## config.mk

```make
export PLATFORM = sky130hd
export DESIGN_NAME = vga_note_renderer
export DESIGN_NICKNAME = d
export VERILOG_FILES = /design/src/rtl/vga_note_renderer.sv
export SDC_FILE = /design/constraint.sdc
export NUM_CORES = 1
export LEC_CHECK = 0
export BUFFER_PORTS_ARGS = -buffer_cell sky130_fd_sc_hd__buf_2
export CORE_MARGIN = 5
export CORE_UTILIZATION = 55
export DETAILED_ROUTE_END_ITERATION = 8
export PLACE_DENSITY_LB_ADDON = 0.1
export SLEW_MARGIN = 20
export SYNTH_ARGS = -nofsm -noshare
export SYNTH_HDL_FRONTEND = slang
export SYNTH_SLANG_ARGS = --single-unit
```

## constraint.sdc

```tcl
create_clock -name clk -period 2.5 [get_ports clk]
set_input_delay 0 -clock clk [delete_from_list [all_inputs] [get_ports clk]]
set_output_delay 0 -clock clk [all_outputs]
set_load 0.05 [all_outputs]
```

## src/rtl/vga_note_renderer.sv

```systemverilog
// vga_note_renderer: two-stage pixel colour pipeline drawing falling diamond notes
// above a piano keyboard with pressed-key highlight and per-key wrong-press flash.
module vga_note_renderer #(
   parameter int          N_BLOCKS     = 3,
   parameter int          N_KEYS       = 16,
   parameter int          KEY_W        = 40,
   parameter int          KEY_GAP      = 5,
   parameter int          KEY_TOP      = 335,
   parameter int          H_START      = 144,
   parameter int          H_END        = 783,
   parameter int          V_START      = 35,
   parameter int          V_END        = 514,
   parameter int          INNER_R      = 10,
   parameter int          OUTER_R      = 30,
   parameter int          FLASH_FRAMES = 8,
   parameter logic [11:0] BG_COLOR     = 12'h45C
) (
   input  logic                  clk,
   input  logic                  rst,
   input  logic                  ena,
   input  logic                  frame_tick,
   input  logic [N_BLOCKS-1:0]   block_ena,
   input  logic [16*N_BLOCKS-1:0] block_x,
   input  logic [16*N_BLOCKS-1:0] block_y,
   input  logic [15:0]           down,
   input  logic [15:0]           down_wrong,
   input  logic [15:0]           posx,
   input  logic [15:0]           posy,
   output logic [11:0]           RGB
);
   localparam int FW = $clog2(FLASH_FRAMES + 1);
   localparam logic [15:0] HS  = 16'(H_START);
   localparam logic [15:0] HE  = 16'(H_END);
   localparam logic [15:0] VS  = 16'(V_START);
   localparam logic [15:0] VE  = 16'(V_END);
   localparam logic [15:0] KT  = 16'(KEY_TOP);
   localparam logic [15:0] KS  = 16'(KEY_TOP + 10);
   localparam logic [15:0] KWD = 16'(KEY_W);
   localparam logic [15:0] KG  = 16'(KEY_GAP);
   localparam logic [15:0] KHI = 16'(KEY_W - KEY_GAP);
   localparam logic [15:0] NK  = 16'(N_KEYS);
   localparam logic [15:0] ORG = 16'(H_START - 1);
   localparam logic [18:0] R_IN  = 19'(INNER_R);
   localparam logic [18:0] R_OUT = 19'(OUTER_R);

   typedef enum logic [1:0] {R_BLACK, R_FIELD, R_KEY} region_t;

   region_t              reg_d, reg_q;
   logic [15:0]          rel, kq, koff;
   logic [3:0]           kidx_q;
   logic [N_BLOCKS-1:0]  in_d, out_d, in_q, out_q;
   logic signed [17:0]   dx, dy;
   logic [17:0]          ax, ay;
   logic [18:0]          d;
   logic [15:0]          dw_q;
   logic [FW-1:0]        flash_cnt [16];
   logic [11:0]          note_c, key_c;

   // Stripes, gaps and out-of-range keys all fold into R_BLACK so stage 2 only sees three cases
   always_comb begin
      rel   = posx - ORG;
      kq    = rel / KWD;
      koff  = rel % KWD;
      reg_d = (posx < HS || posx > HE || posy < VS || posy > VE) ? R_BLACK
            : posy < KT ? R_FIELD
            : (posy < KS || kq >= NK || koff < KG || koff > KHI) ? R_BLACK : R_KEY;
      dx    = '0;
      dy    = '0;
      ax    = '0;
      ay    = '0;
      d     = '0;
      in_d  = '0;
      out_d = '0;
      for (int i = 0; i < N_BLOCKS; i++) begin
         dx       = $signed({2'b00, posx}) - $signed({2'b00, block_x[16*i +: 16]});
         dy       = $signed({2'b00, posy}) - $signed({2'b00, block_y[16*i +: 16]});
         ax       = dx[17] ? $unsigned(-dx) : $unsigned(dx);
         ay       = dy[17] ? $unsigned(-dy) : $unsigned(dy);
         d        = {ax, 1'b0} + {1'b0, ay};
         in_d[i]  = block_ena[i] && d < R_IN;
         out_d[i] = block_ena[i] && d < R_OUT;
      end
   end

   always_ff @(posedge clk or posedge rst)
      if (rst) begin
         reg_q  <= R_BLACK;
         kidx_q <= '0;
         in_q   <= '0;
         out_q  <= '0;
      end else if (ena) begin
         reg_q  <= reg_d;
         kidx_q <= kq[3:0];
         in_q   <= in_d;
         out_q  <= out_d;
      end

   // Flash counters ignore ena so a paused display still times out its flashes
   always_ff @(posedge clk or posedge rst)
      if (rst) begin
         dw_q <= '0;
         for (int k = 0; k < 16; k++) flash_cnt[k] <= '0;
      end else begin
         dw_q <= down_wrong;
         for (int k = 0; k < N_KEYS; k++)
            flash_cnt[k] <= (down_wrong[k] && !dw_q[k]) ? FW'(FLASH_FRAMES)
                          : (frame_tick && flash_cnt[k] != '0) ? flash_cnt[k] - 1'b1
                          : flash_cnt[k];
      end

   always_comb begin
      note_c = BG_COLOR;
      for (int i = N_BLOCKS - 1; i >= 0; i--)
         note_c = in_q[i] ? 12'hFFF : out_q[i] ? 12'hFF0 : note_c;
      key_c = down[kidx_q] ? 12'h0FF
            : (flash_cnt[kidx_q] != '0 || down_wrong[kidx_q]) ? 12'hF11 : 12'hFFF;
   end

   always_ff @(posedge clk or posedge rst)
      if (rst) RGB <= 12'h000;
      else if (ena) RGB <= reg_q == R_FIELD ? note_c : reg_q == R_KEY ? key_c : 12'h000;
endmodule

```

==> metrics.txt, run 1 <==
most frequent CP cell=or4_4; Layout Utilization=0.832; YS warnings=0; max-cap viol count=0; Final HPWL DP=about 35 mm; Overflow after GRT=0; failing checks=negative setup slack; crit end category=flip-flop; area of the multi-input gates=about 11,000 µm²; CORE AREA=between 20,000 and 25,000 µm²; DRT iter0 DRCs=1,052; PD cells=roughly 640 nW/µm²; routability cong.=0.925; DRC violation count after routing=0; CTS tree=built; worst skew pair latency=about 360 ps; Slew Limit Fails=0; register bit count reported by yosys=100; row count=57; top-area cell type share of the netlist area=0.182; Post-synth ARST share=1.00; share of layout cells above drive strength 1=0.365; Post-Syn Instances=between 1,500 and 2,000; Syn-to-layout area delta=48.0%; leakage=0.0101 µW; largest net degree at the start of global routing=63; outcome=complete, but fails checks; first-pass GRT wire length=approximately 73 mm; Top FF cell, synth=dfrtp_1; crit-path max cell delay=580 ps; vias in the first global route=around 16,000; number of synthesized flops with an enable pin=0; arrival time at the worst endpoint=about 4800 ps; ant diodes=0; root buf cell=clkbuf_16; Horiz. Die Dim=~170 µm; RSZ-0062 raised after global routing=true; io pins=~180; critical path type=primary input to flip-flop; Final Hold Vio Count=0; Avg WL per Cell=16.2 µm; TritonCTS buffer count=9; Worst Tran Pin Value=between 600 and 700 ps; final worst path period need=about 4500 ps; Buf/Inv on CP=2; initial core utilization=0.562; slowest library cell on the worst path=or4_4; I/O Buffers=about 180; Die Ht=between 150 and 200 µm; Synth Cell Area=13,800 µm²; Pre-antenna DRT Iters=5; GRT Overall Usage=0.308; Max Fclk=0.220 GHz; count of unique library cells instantiated by Yosys=81; crit path launch type=primary input; largest cells by area after synthesis=dfrtp_1 (18%), ha_1 (16%), xnor2_1 (10%); crit-path max FO=8; routed via count=approximately 16,000; CTS Sinks=100; Worst Slack Setup Final=-2050 ps; worst-path cell chain=buf_6, or4_4, or4_4, o22a_4, buf_6, o41ai_4, a21oi_2, or2_1, maj3_2, a221oi_4, nor2_2, maj3_2, o21a_4, a41o_1, or4_4, nor2_4, nand4_1, a21o_1, a32o_1; final wirelength=between 40 and 50 mm; H-tree level count=3; class of the worst hold path=primary input to flip-flop; Antenna Nets Post-Route=0; worst endpoint required time=between 2000 and 3000 ps; Crit path max-delay family=simple AND/OR/NAND/NOR gates; Yosys top cell by area=dfrtp_1; post-synthesis sequential area ratio=0.182; FILL cells=roughly 1,600; FF+latch area=roughly 2500 µm²; clock slew at reported path FFs=~70 ps; pre-CTS setup slack=-2620 ps; syn_area_per_cell=7.45 µm²; worst-case vdd ir drop=~0.55 mV; DR vias/cell=between 5 and 6; Rel. slew slack=0.544; fin crit share=1.82; Nets=between 2,000 and 3,000; clk buf depth=2; Setup violations, final=11; skew final=between 10 and 15 ps; R2R Setup Slk=90 ps; antenna violations before repair=1; DIE AREA=between 20,000 and 30,000 µm²
==> per-layer routing <==
metal / routed length [µm] / vias up / global-route usage / part of all wire
met5: 0 / - / 0 / 0
met4: 896 / 0 / 0.0702 / 0.019
met3: 2550 / 77 / 0.0281 / 0.055
met2: 23700 / 490 / 0.564 / 0.51
met1: 19100 / 7633 / 0.392 / 0.41
li1: - / 7776 / - / -
==> where the power goes <==
group / total [µW] / internal, µW / switching [µW] / leakage, µW
logic: 8890 / 4450 / 4430 / 0.00875
clock network: 1470 / 795 / 678 / 0.000151
registers: 2590 / 2120 / 472 / 0.00122
total: 13000 / 7370 / 5580 / 0.0101
==> cell usage after synthesis (6+ instances only) <==
| library cell | instances |
|---|---|
| nor4b_1 | 6 |
| nand2b_1 | 25 |
| mux2_2 | 6 |
| xor2_1 | 56 |
| clkbuf_1 | 34 |
| inv_1 | 240 |
| or4_1 | 11 |
| and3_1 | 20 |
| o2bb2ai_1 | 7 |
| a21boi_0 | 14 |
| o211ai_1 | 12 |
| o22ai_1 | 6 |
| nor2_1 | 208 |
| ha_1 | 172 |
| nor3_1 | 48 |
| xnor2_1 | 159 |
| a21o_1 | 22 |
| nand2_1 | 134 |
| nand3_1 | 46 |
| a21oi_1 | 128 |
| a31oi_1 | 15 |
| fa_1 | 9 |
| nor4_1 | 47 |
| dfrtp_1 | 100 |
| nor2b_1 | 27 |
| a211oi_1 | 8 |
| nand4_1 | 15 |
| o21bai_1 | 17 |
| o21ai_0 | 111 |
| or3_1 | 26 |
==> final cells by class <==
type                    count  share of cell area
clock buffers               9              0.0111
clock inverters             6             0.00412
inverters                 241              0.0457
multi-input cells        1463               0.546
flip-flops and latches    100               0.123
well taps                 324              0.0199
repair buffers            715               0.250
==> worst paths after layout <==
kind,startpoint,endpoint,cells after the start
max,posx[11],reg_q[1],19
min,block_ena[1],out_q[1],6
max reg2reg,kidx_q[0],RGB[3],11
min reg2reg,dw_q[9],flash_cnt[27],1
max in group asynchronous,rst,kidx_q[0],4
min in group asynchronous,rst,out_q[0],3
==> worst reg2reg max path: stages, from the launching register on <==
cell and delay [ps]:
dfrtp_2 490, buf_6 230, nor4_1 90, a311oi_1 360, a211oi_2 110, a21oi_1 200, a21oi_1 100, o21ai_1 190
nand2b_1 90, inv_1 100, a31oi_1 50, mux2_2 280
==> cell usage in the layout, fill, tap and decap left out, drive strengths merged, types with 6 or more instances in the layout <==
cell type    count
o211ai          12
and3            20
o2bb2ai          7
nor3            48
a21oi          128
xor2            56
nor2b           27
clkbuf           9
or2              6
o22ai            6
dlygate4sd3     17
nor4b            6
nor4            49
o21bai          17
o21ai          111
nand3           46
o31ai            6
o41ai            6
a21o            22
a211oi           8
inv            241
or3             26
mux2             6
nand2          134
buf            698
or4             14
nand4           15
fa               9
dfrtp          100
ha             172
a31oi           15
a21boi          16
nor2           208
xnor2          159
nand2b          25
==> repair_timing <==
action | 4_1_cts | 5_1_grt
setup buffers | 54 | 21
pin swaps | 64 | 100
gates resized for setup | 89 | 107
hold endpoints to repair | 39 | 0
hold buffers | 17 | 0
endpoints found under the setup margin | 13 | 13
==> cells by family after synthesis <==
group | Yosys count | synth area share
simple gates | 645 | 0.229
flops | 100 | 0.182
mux | 15 | 0.0160
other cells | 1 | 0.000273
compound gates | 399 | 0.181
fa+ha+maj | 186 | 0.173
xor+xnor | 215 | 0.137
buf+inv | 286 | 0.0811
==> flip-flops by register name, summed over array words and instances, names as in the netlist <==
name       cells
flash_cnt     64
dw_q          16
RGB            8
kidx_q         4
in_q           3
out_q          3
reg_q          2
==> per-stage QoR <==
step / area [µm²] / total power [µW] / TNS (ps) / cells / hold WS, ps
detailed placement: 18500 / 10300 / -24560 / 2751 / 83.1
CTS: 19800 / 12300 / -18510 / 2837 / 134
global route: 20400 / 14000 / -21490 / 2858 / 173
global placement: 18500 / 9980 / -23360 / 2751 / 82.4
finish: 20400 / 13000 / -19270 / 2858 / 157
floorplan: 14100 / 7560 / -18690 / 1849 / 31.4
Power figures use the tool's default switching activity.
==> inputs of run 2 (changes only) <==
Settings changed: BUFFER_PORTS_ARGS -buffer_cell sky130_fd_sc_hd__buf_2 to -buffer_cell sky130_fd_sc_hd__buf_4.
==> metrics.txt, run 2 (synthesis results as in run 1) <==
Crit path max-delay family=compound AO/OA/AOI/OAI gates; CTS tree=built; final wirelength=50.3 mm (+8.6%); Slew Limit Fails=0 (unchanged); Overflow after GRT=0 (unchanged); Syn-to-layout area delta=54.5%; FF+latch area=2500 µm² (unchanged); Hold WS=189 ps (+31.7 ps); Avg WL per Cell=17.3 µm (+6.9%); Final Hold Vio Count=0 (unchanged); most frequent CP cell=a21oi_2; skew final=9.55 ps (-3.07 ps); Rel. slew slack=0.530 (-0.0132); outcome=complete, but fails checks; Nets=2,922 (+1.5%); max-cap viol count=0 (unchanged); failing checks=negative setup slack; RSZ-0062 raised after global routing=true; first-pass GRT wire length=76.1 mm (+3.8%); DRC violation count after routing=0 (unchanged); routability cong.=0.952 (+2.9%); Final HPWL DP=36.1 mm (+2.5%); Worst Tran Pin Value=698 ps (+13.5 ps); TritonCTS buffer count=9 (unchanged); Pre-antenna DRT Iters=7 (+2); Reg with most FFs=flash_cnt; fin crit share=1.89 (+0.0703); initial core utilization=0.562 (unchanged); arrival time at the worst endpoint=5000 ps (+220 ps); area of the multi-input gates=11,200 µm² (+1.0%); CTS Sinks=100 (unchanged); largest net degree at the start of global routing=49 (-22%); worst skew pair latency=360 ps (about the same); Tot Pwr=13,500 µW (+4.0%); PD cells=634 nW/µm² (-0.33%); H-tree level count=3 (unchanged); crit-path max FO=4 (-4); crit end category=flip-flop; leading cell type in the layout, fill and taps excluded=buf_4; clk buf depth=2 (unchanged); most frequent cells in the layout=buf_4 (717), inv_1 (233), nor2_1 (196), ha_1 (162), xnor2_1 (146); leakage=0.0105 µW (+4.2%); DRT iter0 DRCs=1,547 (+47%); Largest register FFs=64 (unchanged); FILL cells=1,292 (-17%); antenna violations before repair=1 (unchanged); Finished Cell Area=21,200 µm² (+4.4%); Setup violations, final=11 (unchanged); CORE AREA=24,500 µm² (unchanged); worst endpoint required time=2780 ps (+40 ps); DR vias/cell=5.73 (+2.6%); clock slew at reported path FFs=80 ps (about the same); root buf cell=clkbuf_16; Max Fclk=0.212 GHz (-3.7%); vias in the first global route=16,500 (+4.3%); DP Area=19,000 µm² (+2.7%); Regs by FF count=flash_cnt: 64 flops, dw_q: 16 flops, RGB: 8 flops; crit path launch type=primary input; Antenna Nets Post-Route=0 (unchanged); routed via count=16,700 (+4.2%); Horiz. Die Dim=168 µm (unchanged); Buf/Inv on CP=4 (+2); DIE AREA=28,300 µm² (unchanged); share of layout cells above drive strength 1=0.385 (+0.0196); I/O Buffers=178 (unchanged); row count=57 (unchanged); crit-path max cell delay=560 ps (-20 ps); critical path type=primary input to flip-flop; class of the worst hold path=primary input to flip-flop; slowest library cell on the worst path=or4_4; GRT Overall Usage=0.321 (+0.0135); io pins=179 (unchanged); Worst Slack Setup Final=-2220 ps (-176 ps); worst-case vdd ir drop=0.539 mV (-2.6%); final worst path period need=4720 ps (+176 ps); Die Ht=168 µm (unchanged)
==> run 2: where the power goes <==
group          total (µW)  internal, µW  switching (µW)  leakage (µW)
Combinational        9500          4770            4730       0.00919
Sequential           2600          2120             478       0.00122
Clock                1380           696             680      0.000133
Total               13500          7580            5890        0.0105
==> run 2: final timing paths <==
kind | start | slack, ps | cells past startpoint | endpoint
worst max-delay path | posy[0] | -2220 | 32 | in_q[1]
worst min-delay path | ena | 190 | 3 | kidx_q[3]
worst max register to register | kidx_q[0] | 120 | 8 | RGB[3]
worst min register to register | dw_q[9] | 480 | 1 | flash_cnt[27]
max in group asynchronous | rst | 1540 | 4 | kidx_q[0]
min in group asynchronous | rst | 310 | 3 | out_q[0]
==> run 2: what timing repair did <==
item / in CTS / in global routing
buffers inserted: 80 / 35
hold buffers: 17 / 0
setup endpoints to repair: 11 / 15
hold endpoints to repair: 39 / 0
pin swaps: 58 / 112
resized for setup: 93 / 132
gates cloned: 0 / 1
==> run 2: final cells by class <==
class,count,area share
multi-input combinational,1463,0.529
timing repair buffer,759,0.277
sequential,100,0.118
inverter,241,0.0437
tap,324,0.0191
clock buffer,10,0.0108
clock inverter,6,0.00259
antenna,1,0.000118
==> run 2: metrics by stage <==
| stage | util | TNS [ps] | std cells | setup slack (ps) |
|---|---|---|---|---|
| floorplan | - | -18690 | 1849 | -2210 |
| global placement | 0.777 | -22980 | 2757 | -2420 |
| detailed placement | 0.777 | -24120 | 2757 | -2520 |
| CTS | 0.836 | -18740 | 2869 | -2050 |
| global route | 0.869 | -22020 | 2904 | -2480 |
| finish | 0.869 | -19650 | 2904 | -2220 |
==> run 2: tightest hold or removal path: cells and delay by family <==
| kind | cells | cell delay (ps) |
|---|---|---|
| buf+inv | 2 | 410 |
| compound gates | 1 | 90 |
==> run 2: metal layers <==
metal / vias to the layer above / share of wire / GRT usage
li1: 7862 / - / -
met4: 0 / 0.035 / 0.103
met2: 779 / 0.50 / 0.582
met1: 7840 / 0.39 / 0.400
met3: 171 / 0.072 / 0.0338
met5: - / 0 / 0
